File: src/rtl/hazard_pkg.sv
// Shared types and constants for the pipeline hazard controller.
//   fwd_sel_t       : E-stage operand mux select (register file / W result / M ALU result)
//   mem_state_t     : states of the multi-cycle data-memory stall FSM
//   RESULT_SRC_LOAD : ResultSrc encoding that marks a load in E
package hazard_pkg;

    typedef enum logic [1:0] {
        FWD_RF = 2'b00,
        FWD_W  = 2'b01,
        FWD_M  = 2'b10
    } fwd_sel_t;

    typedef enum logic {
        MEM_IDLE = 1'b0,
        MEM_WAIT = 1'b1
    } mem_state_t;

    localparam logic [1:0] RESULT_SRC_LOAD = 2'b01;

endpackage

File: src/rtl/hazard_unit_if.sv
// Bundle of pipeline-status inputs and hazard-control outputs of hazard_unit.
//   slave  : the hazard unit (reads register indices/controls, drives selects/stalls/flushes/counters)
//   master : the pipeline or a testbench (drives status, observes controls)
interface hazard_unit_if #(
    parameter int ADDRESS_WIDTH = 5,
    parameter int CNT_WIDTH     = 32
) ();

    logic [ADDRESS_WIDTH-1:0] Rs1D_i;
    logic [ADDRESS_WIDTH-1:0] Rs2D_i;
    logic [ADDRESS_WIDTH-1:0] Rs1E_i;
    logic [ADDRESS_WIDTH-1:0] Rs2E_i;
    logic [ADDRESS_WIDTH-1:0] RdE_i;
    logic [ADDRESS_WIDTH-1:0] RdM_i;
    logic [ADDRESS_WIDTH-1:0] RdW_i;
    logic [1:0]               ResultSrcE_i;
    logic                     RegWriteM_i;
    logic                     RegWriteW_i;
    logic                     PCSrcE_i;
    logic                     MemAccessM_i;

    logic [1:0]               ForwardAE_o;
    logic [1:0]               ForwardBE_o;
    logic                     StallF_o;
    logic                     StallD_o;
    logic                     StallE_o;
    logic                     StallM_o;
    logic                     FlushD_o;
    logic                     FlushE_o;
    logic                     FlushW_o;
    logic [CNT_WIDTH-1:0]     StallCount_o;
    logic [CNT_WIDTH-1:0]     FlushCount_o;

    modport slave (
        input  Rs1D_i, Rs2D_i, Rs1E_i, Rs2E_i, RdE_i, RdM_i, RdW_i,
               ResultSrcE_i, RegWriteM_i, RegWriteW_i, PCSrcE_i, MemAccessM_i,
        output ForwardAE_o, ForwardBE_o, StallF_o, StallD_o, StallE_o, StallM_o,
               FlushD_o, FlushE_o, FlushW_o, StallCount_o, FlushCount_o
    );

    modport master (
        output Rs1D_i, Rs2D_i, Rs1E_i, Rs2E_i, RdE_i, RdM_i, RdW_i,
               ResultSrcE_i, RegWriteM_i, RegWriteW_i, PCSrcE_i, MemAccessM_i,
        input  ForwardAE_o, ForwardBE_o, StallF_o, StallD_o, StallE_o, StallM_o,
               FlushD_o, FlushE_o, FlushW_o, StallCount_o, FlushCount_o
    );

endinterface

File: src/rtl/hazard_unit_forward_sel.sv
// Forwarding select for one E-stage source operand.
//   rs_e_i                       : source register index in E
//   rd_m_i / reg_write_m_i       : destination and write enable of the instruction in M
//   rd_w_i / reg_write_w_i       : destination and write enable of the instruction in W
//   fwd_o                        : FWD_M, FWD_W or FWD_RF (never 2'b11)
module forward_sel
    import hazard_pkg::*;
#(
    parameter int ADDRESS_WIDTH = 5
) (
    input  logic [ADDRESS_WIDTH-1:0] rs_e_i,
    input  logic [ADDRESS_WIDTH-1:0] rd_m_i,
    input  logic [ADDRESS_WIDTH-1:0] rd_w_i,
    input  logic                     reg_write_m_i,
    input  logic                     reg_write_w_i,
    output fwd_sel_t                 fwd_o
);

    // x0 is hard-wired to zero, so a write to it must never be forwarded.
    // M is checked first: it holds the younger, more recent value.
    always_comb begin
        if (reg_write_m_i && (rd_m_i != '0) && (rd_m_i == rs_e_i)) begin
            fwd_o = FWD_M;
        end else if (reg_write_w_i && (rd_w_i != '0) && (rd_w_i == rs_e_i)) begin
            fwd_o = FWD_W;
        end else begin
            fwd_o = FWD_RF;
        end
    end

endmodule

File: src/rtl/hazard_unit.sv
// Hazard controller for the 5-stage RV32I pipeline.
//   clk_i, rst_i : clock, asynchronous active-high reset
//   hz (slave)   : register indices and controls from D/E/M/W in; forwarding selects,
//                  per-stage stall/flush controls and stall/flush event counters out
// A data-memory access holds M for MEM_LATENCY cycles (MEM_LATENCY-1 of them stalled);
// MEM_LATENCY must lie in 1..16.
module hazard_unit
    import hazard_pkg::*;
#(
    parameter int ADDRESS_WIDTH = 5,
    parameter int MEM_LATENCY   = 1,
    parameter int CNT_WIDTH     = 32
) (
    input  logic          clk_i,
    input  logic          rst_i,
    hazard_unit_if.slave  hz
);

    mem_state_t           state_q, state_d;
    logic [3:0]           cnt_q, cnt_d;
    logic [CNT_WIDTH-1:0] stall_cnt_q, stall_cnt_d;
    logic [CNT_WIDTH-1:0] flush_cnt_q, flush_cnt_d;
    logic                 mem_stall;
    logic                 lw_stall;
    fwd_sel_t             fwd_a, fwd_b;

    forward_sel #(.ADDRESS_WIDTH(ADDRESS_WIDTH)) u_fwd_a (
        .rs_e_i        (hz.Rs1E_i),
        .rd_m_i        (hz.RdM_i),
        .rd_w_i        (hz.RdW_i),
        .reg_write_m_i (hz.RegWriteM_i),
        .reg_write_w_i (hz.RegWriteW_i),
        .fwd_o         (fwd_a)
    );

    forward_sel #(.ADDRESS_WIDTH(ADDRESS_WIDTH)) u_fwd_b (
        .rs_e_i        (hz.Rs2E_i),
        .rd_m_i        (hz.RdM_i),
        .rd_w_i        (hz.RdW_i),
        .reg_write_m_i (hz.RegWriteM_i),
        .reg_write_w_i (hz.RegWriteW_i),
        .fwd_o         (fwd_b)
    );

    assign hz.ForwardAE_o = fwd_a;
    assign hz.ForwardBE_o = fwd_b;

    assign lw_stall = (hz.ResultSrcE_i == RESULT_SRC_LOAD) && (hz.RdE_i != '0) &&
                      ((hz.RdE_i == hz.Rs1D_i) || (hz.RdE_i == hz.Rs2D_i));

    // Memory FSM. The entry cycle already stalls, so cnt starts at MEM_LATENCY-2; the
    // cycle with cnt==0 in MEM_WAIT is the access's last cycle in M and is not stalled.
    always_comb begin
        // NOTE: defaults first so every path assigns every output -- no latch inferred.
        state_d   = state_q;
        cnt_d     = cnt_q;
        mem_stall = 1'b0;
        case (state_q)
            MEM_IDLE: begin
                if (hz.MemAccessM_i && (MEM_LATENCY > 1)) begin
                    mem_stall = 1'b1;
                    state_d   = MEM_WAIT;
                    cnt_d     = 4'(MEM_LATENCY - 2);
                end
            end
            MEM_WAIT: begin
                if (cnt_q != 4'd0) begin
                    mem_stall = 1'b1;
                    cnt_d     = cnt_q - 4'd1;
                end else begin
                    state_d = MEM_IDLE;
                end
            end
            default: state_d = MEM_IDLE;
        endcase
    end

    // Control priority: memory stall freezes everything (a taken branch in E waits in
    // the frozen stage), then branch flush, then load-use bubble.
    always_comb begin
        hz.StallF_o = 1'b0;
        hz.StallD_o = 1'b0;
        hz.StallE_o = 1'b0;
        hz.StallM_o = 1'b0;
        hz.FlushD_o = 1'b0;
        hz.FlushE_o = 1'b0;
        hz.FlushW_o = 1'b0;
        if (mem_stall) begin
            hz.StallF_o = 1'b1;
            hz.StallD_o = 1'b1;
            hz.StallE_o = 1'b1;
            hz.StallM_o = 1'b1;
            hz.FlushW_o = 1'b1;
        end else if (hz.PCSrcE_i) begin
            hz.FlushD_o = 1'b1;
            hz.FlushE_o = 1'b1;
        end else if (lw_stall) begin
            hz.StallF_o = 1'b1;
            hz.StallD_o = 1'b1;
            hz.FlushE_o = 1'b1;
        end
    end

    assign stall_cnt_d = stall_cnt_q + {{(CNT_WIDTH-1){1'b0}}, hz.StallF_o};
    assign flush_cnt_d = flush_cnt_q + {{(CNT_WIDTH-1){1'b0}}, (hz.PCSrcE_i && !mem_stall)};

    // NOTE: sequential state uses non-blocking assignments only.
    always_ff @(posedge clk_i or posedge rst_i) begin
        if (rst_i) begin
            state_q     <= MEM_IDLE;
            cnt_q       <= 4'd0;
            stall_cnt_q <= '0;
            flush_cnt_q <= '0;
        end else begin
            state_q     <= state_d;
            cnt_q       <= cnt_d;
            stall_cnt_q <= stall_cnt_d;
            flush_cnt_q <= flush_cnt_d;
        end
    end

    assign hz.StallCount_o = stall_cnt_q;
    assign hz.FlushCount_o = flush_cnt_q;

endmodule

File: src/flat_wrapper.sv
// flat-port wrapper written by rule: the top's interface ports become plain ports
module hazard_unit_flat import hazard_pkg::*;
#(
    parameter int ADDRESS_WIDTH = 5,
    parameter int MEM_LATENCY   = 1,
    parameter int CNT_WIDTH     = 32
)
  (clk_i, rst_i, hz_Rs1D_i, hz_Rs2D_i, hz_Rs1E_i, hz_Rs2E_i, hz_RdE_i, hz_RdM_i, hz_RdW_i, hz_ResultSrcE_i, hz_RegWriteM_i, hz_RegWriteW_i, hz_PCSrcE_i, hz_MemAccessM_i, hz_ForwardAE_o, hz_ForwardBE_o, hz_StallF_o, hz_StallD_o, hz_StallE_o, hz_StallM_o, hz_FlushD_o, hz_FlushE_o, hz_FlushW_o, hz_StallCount_o, hz_FlushCount_o);
  hazard_unit_if #(.ADDRESS_WIDTH(ADDRESS_WIDTH), .CNT_WIDTH(CNT_WIDTH)) hz_i ();
  input  logic clk_i;
  input  logic rst_i;
  input wire logic [$bits(hz_i.Rs1D_i)-1:0] hz_Rs1D_i;
  input wire logic [$bits(hz_i.Rs2D_i)-1:0] hz_Rs2D_i;
  input wire logic [$bits(hz_i.Rs1E_i)-1:0] hz_Rs1E_i;
  input wire logic [$bits(hz_i.Rs2E_i)-1:0] hz_Rs2E_i;
  input wire logic [$bits(hz_i.RdE_i)-1:0] hz_RdE_i;
  input wire logic [$bits(hz_i.RdM_i)-1:0] hz_RdM_i;
  input wire logic [$bits(hz_i.RdW_i)-1:0] hz_RdW_i;
  input wire logic [$bits(hz_i.ResultSrcE_i)-1:0] hz_ResultSrcE_i;
  input wire logic [$bits(hz_i.RegWriteM_i)-1:0] hz_RegWriteM_i;
  input wire logic [$bits(hz_i.RegWriteW_i)-1:0] hz_RegWriteW_i;
  input wire logic [$bits(hz_i.PCSrcE_i)-1:0] hz_PCSrcE_i;
  input wire logic [$bits(hz_i.MemAccessM_i)-1:0] hz_MemAccessM_i;
  output wire logic [$bits(hz_i.ForwardAE_o)-1:0] hz_ForwardAE_o;
  output wire logic [$bits(hz_i.ForwardBE_o)-1:0] hz_ForwardBE_o;
  output wire logic [$bits(hz_i.StallF_o)-1:0] hz_StallF_o;
  output wire logic [$bits(hz_i.StallD_o)-1:0] hz_StallD_o;
  output wire logic [$bits(hz_i.StallE_o)-1:0] hz_StallE_o;
  output wire logic [$bits(hz_i.StallM_o)-1:0] hz_StallM_o;
  output wire logic [$bits(hz_i.FlushD_o)-1:0] hz_FlushD_o;
  output wire logic [$bits(hz_i.FlushE_o)-1:0] hz_FlushE_o;
  output wire logic [$bits(hz_i.FlushW_o)-1:0] hz_FlushW_o;
  output wire logic [$bits(hz_i.StallCount_o)-1:0] hz_StallCount_o;
  output wire logic [$bits(hz_i.FlushCount_o)-1:0] hz_FlushCount_o;
  assign hz_i.Rs1D_i = hz_Rs1D_i;
  assign hz_i.Rs2D_i = hz_Rs2D_i;
  assign hz_i.Rs1E_i = hz_Rs1E_i;
  assign hz_i.Rs2E_i = hz_Rs2E_i;
  assign hz_i.RdE_i = hz_RdE_i;
  assign hz_i.RdM_i = hz_RdM_i;
  assign hz_i.RdW_i = hz_RdW_i;
  assign hz_i.ResultSrcE_i = hz_ResultSrcE_i;
  assign hz_i.RegWriteM_i = hz_RegWriteM_i;
  assign hz_i.RegWriteW_i = hz_RegWriteW_i;
  assign hz_i.PCSrcE_i = hz_PCSrcE_i;
  assign hz_i.MemAccessM_i = hz_MemAccessM_i;
  assign hz_ForwardAE_o = hz_i.ForwardAE_o;
  assign hz_ForwardBE_o = hz_i.ForwardBE_o;
  assign hz_StallF_o = hz_i.StallF_o;
  assign hz_StallD_o = hz_i.StallD_o;
  assign hz_StallE_o = hz_i.StallE_o;
  assign hz_StallM_o = hz_i.StallM_o;
  assign hz_FlushD_o = hz_i.FlushD_o;
  assign hz_FlushE_o = hz_i.FlushE_o;
  assign hz_FlushW_o = hz_i.FlushW_o;
  assign hz_StallCount_o = hz_i.StallCount_o;
  assign hz_FlushCount_o = hz_i.FlushCount_o;
  hazard_unit #(.ADDRESS_WIDTH(ADDRESS_WIDTH), .MEM_LATENCY(MEM_LATENCY), .CNT_WIDTH(CNT_WIDTH)) u_core (.clk_i(clk_i), .rst_i(rst_i), .hz(hz_i));
endmodule
File: config.mk
export PLATFORM = sky130hd
export DESIGN_NAME = hazard_unit_flat
export DESIGN_NICKNAME = d
export VERILOG_FILES = /design/src/rtl/hazard_pkg.sv /design/src/rtl/hazard_unit_if.sv /design/src/rtl/hazard_unit_forward_sel.sv /design/src/rtl/hazard_unit.sv /design/src/flat_wrapper.sv
export SDC_FILE = /design/constraint.sdc
export NUM_CORES = 1
export LEC_CHECK = 0
export BUFFER_PORTS_ARGS = -buffer_cell sky130_fd_sc_hd__buf_2
export CORE_AREA = 10 10 92 94
export DETAILED_ROUTE_END_ITERATION = 7
export DIE_AREA = 0 0 102 104
export PLACE_DENSITY_LB_ADDON = 0.2
export SLEW_MARGIN = 25
export SYNTH_ARGS = -nofsm -noshare
export SYNTH_HDL_FRONTEND = slang
export SYNTH_SLANG_ARGS = --single-unit
File: constraint.sdc
create_clock -name clk_i -period 6.55 [get_ports clk_i]
set_input_delay 0.9825 -clock clk_i [delete_from_list [all_inputs] [get_ports clk_i]]
set_output_delay 0.9825 -clock clk_i [all_outputs]
set_load 0.01 [all_outputs]
==> key figures <==
Outcome
  • Status: finished, final reports clean

Synth
  • Cells after Synth: between 300 and 400
  • Cell accounting for the most synthesized area: dfrtp_1
  • Distinct cells, synth: 29
  • Seq/Total Area, Yosys: 0.495
  • Yosys reg bits: 69
  • Largest cells by area after synthesis: dfrtp_1, xor2_1, xnor2_1
  • EDFF count, synth: 0
  • Top cells by count, synth: dfrtp_1, xor2_1, xnor2_1, nand2_1, nand3_1
  • Mean Syn Cell Area: ~11 um2
  • Synth Net Count: between 300 and 400
  • Ys Warns: 0
  • Top-count cell post-synth: dfrtp_1
  • Post-synth top flop: dfrtp_1
  • Share of async-settable or async-resettable flops after synthesis: 1.00
  • Area of the mapped netlist: ~3500 um2
  • Yosys top cell area share: 0.495

Clocking
  • Longest Clk Path Bufs: 2
  • Later-pin clock latency in the skew report: approximately 340 ps
  • Post-cts hold buffer count: 0
  • Setup Fix Bufs, Post-CTS: 0
  • CTS H-tree lvls: 3
  • Root buf cell: clkbuf_8
  • Worst-path clk slew: 70 ps
  • Post-CTS sizing: 0
  • Clk sinks: 69
  • TritonCTS buffer count: 9
  • TritonCTS clock tree: done

Timing
  • Setup TNS: 0 ps
  • Clock skew: about 10 ps
  • Final Hold Vio Count: 0
  • Worst-Margin Slew: between 800 and 900 ps
  • Tmin final: ~3400 ps
  • Fmax achieved: approximately 300 MHz
  • Slew Viols, Final: 0
  • Slew HR: 0.426
  • Setup violations, final: 0
  • RSZ-0062 raised after global routing: no
  • Final hold slack: around 470 ps
  • Period utilisation layout: 0.514

Route
  • DRC: 0
  • Avg WL per Cell: 15.3 um
  • DR vias: ~2800
  • DR pass1 iterations: 4
  • Final WL: 8070 um
  • Antenna viol nets, final: 0
  • Vias per Instance: ~5.3
  • Initial drt markers: 94

Hold path
  • Hold Path Class: flip-flop to flip-flop
  • Hold_sp: u_core.hz.StallCount_o[31]$_DFF_PP0_
  • Worst Hold Path EP: u_core.hz.StallCount_o[31]$_DFF_PP0_
  • Hold path depth: 1

Worst setup path
  • Flop-to-flop setup slack: approximately 3200 ps
  • Crit Path Class: input port to flip-flop
  • Worst reg2reg path depth: 11
  • Worst setup SP type: input port
  • Peak fanout along the critical path: 11
  • Critical Path AT: approximately 3600 ps
  • Worst reg2reg startpoint: u_core.cnt_q[0]$_DFFE_PP0P_
  • Worst endpoint required time: around 6800 ps
  • Reg-to-Reg End: u_core.hz.StallCount_o[16]$_DFF_PP0_
  • Worst setup EP type: flip-flop

Power
  • Pwr/cell area: 217 nW/um2
  • Clock share of power: 0.338
  • Sequential fraction of design power: 0.524
  • Cell Int Power: about 660 uW
  • P_sw: 273 uW
  • VDD IR max: 217 uV
  • Logic gate share of total power: 0.137
  • Pleak: 0.00228 uW
  • Sw Ratio: 0.293

Die
  • Core footprint: 6680 um2
  • Die Wd: around 100 um
  • Cell Rows: 30
  • Starting density of the core: 0.522
  • Die area: between 10000 and 15000 um2
  • I/O pin total: around 120
  • Die extent in y: roughly 100 um

Place
  • GP Congestion: between 0.8 and 0.9
  • I/O Buffers: approximately 120
  • Post-DP HPWL: ~6200 um

Global route
  • Pin count of the biggest net entering global routing: 70
  • Initial antenna violation count: 0
  • Vias in the first global route: approximately 3000
  • First-pass GRT wire length: roughly 14000 um
  • Gr ovfl total: 0
  • Total GRT Usage: 0.156

Cells and area
  • Nets: ~500
  • Layout area overhead: 23.6%
  • Antenna fix cells: 0
  • Share of layout cells above drive strength 1: 0.312

Run
  • Max Cap Viol: 0
==> routing by layer <==
layer  part of all wire  wire [um]  track usage  up-vias
met5                  0          0            0        -
met4              0.016        133       0.0645        0
met3              0.072        582       0.0525       12
met2               0.48       3850        0.248       91
met1               0.43       3510        0.186     1332
li1                   -          -            -     1349
==> logic make-up (layout without fill, tap and decap cells) <==
| family | count (synthesis) | count (layout) | synth area share |
|---|---|---|---|
| buffers and inverters | 20 | 144 | 0.0258 |
| adders and majority gates | 5 | 5 | 0.0179 |
| AOI/OAI and AO/OA | 8 | 8 | 0.0136 |
| and+or+nand+nor | 128 | 128 | 0.217 |
| xor gates and xnor gates | 92 | 92 | 0.231 |
| DFF | 69 | 69 | 0.495 |
==> critical path, stage by stage <==
cell and delay [ps]:
buf_2 120, xor2_1 170, nor3_1 180, a22oi_1 110
o21ai_0 360, ha_1 260, ha_1 210, and4_1 260
nand3_1 400, nor4_1 390, xor2_1 190
==> cell type report <==
class | count | area, um2
inverter | 11 | 41.3
multi-input combinational | 233 | 1670
tap | 80 | 100
sequential | 69 | 1730
clock buffer | 10 | 138
timing repair buffer | 117 | 588
clock inverter | 6 | 46.3
fill | 571 | 2370
==> per-stage QoR <==
stage / utilization / cell area (um2) / std cells / setup WS, ps / total power (uW)
final: 0.645 / 4310 / 526 / 3180 / 934
after global routing: 0.645 / 4310 / 526 / 2850 / 990
after CTS: 0.645 / 4310 / 526 / 3130 / 950
after detailed placement: 0.618 / 4130 / 510 / 2790 / 630
after global placement: 0.618 / 4130 / 510 / 2880 / 625
after floorplan: - / 3490 / 322 / 3330 / 562
==> flip-flops by register name, indices dropped and copies added, names as in the netlist <==
name                    flops
u_core.hz.StallCount_o     32
u_core.state_q              1
u_core.cnt_q                4
u_core.hz.FlushCount_o     32
==> power by group through the flow <==
stage               combinational, uW  clock [uW]  sequential, uW
detailed placement                132           0             498
finish                            128         316             490
global route                      145         351             494
floorplan                        55.0           0             507
global placement                  128           0             497
CTS                               132         328             490
==> layout by cell type (no fill, tap or decap), types with 2 or more instances in the layout <==
cell type / instances
buf_2: 116
dfrtp_1: 69
xor2_1: 49
xnor2_1: 43
nand2_1: 23
nand3_1: 22
nor3_1: 15
nand4_1: 14
nor4_1: 12
nor2_1: 11
inv_1: 10
and4_1: 10
clkbuf_8: 10
and3_1: 7
ha_1: 5
o21ai_0: 4
or4_1: 4
nand4b_1: 3
nor4_4: 2
inv_6: 2
clkinvlp_4: 2
==> worst max path at each step <==
stage                                                end  cells after the start                   startpoint
detailed placement  u_core.hz.StallCount_o[22]$_DFF_PP0_                     11                  hz_RdE_i[2]
finish              u_core.hz.StallCount_o[22]$_DFF_PP0_                     11                  hz_RdE_i[2]
CTS                 u_core.hz.StallCount_o[22]$_DFF_PP0_                     11                  hz_RdE_i[2]
global route        u_core.hz.StallCount_o[22]$_DFF_PP0_                     11  u_core.cnt_q[0]$_DFFE_PP0P_
floorplan           u_core.hz.StallCount_o[26]$_DFF_PP0_                     11                 hz_Rs1D_i[0]
global placement    u_core.hz.StallCount_o[22]$_DFF_PP0_                     11                  hz_RdE_i[2]
No activity file was read; power rests on OpenSTA's default activity.
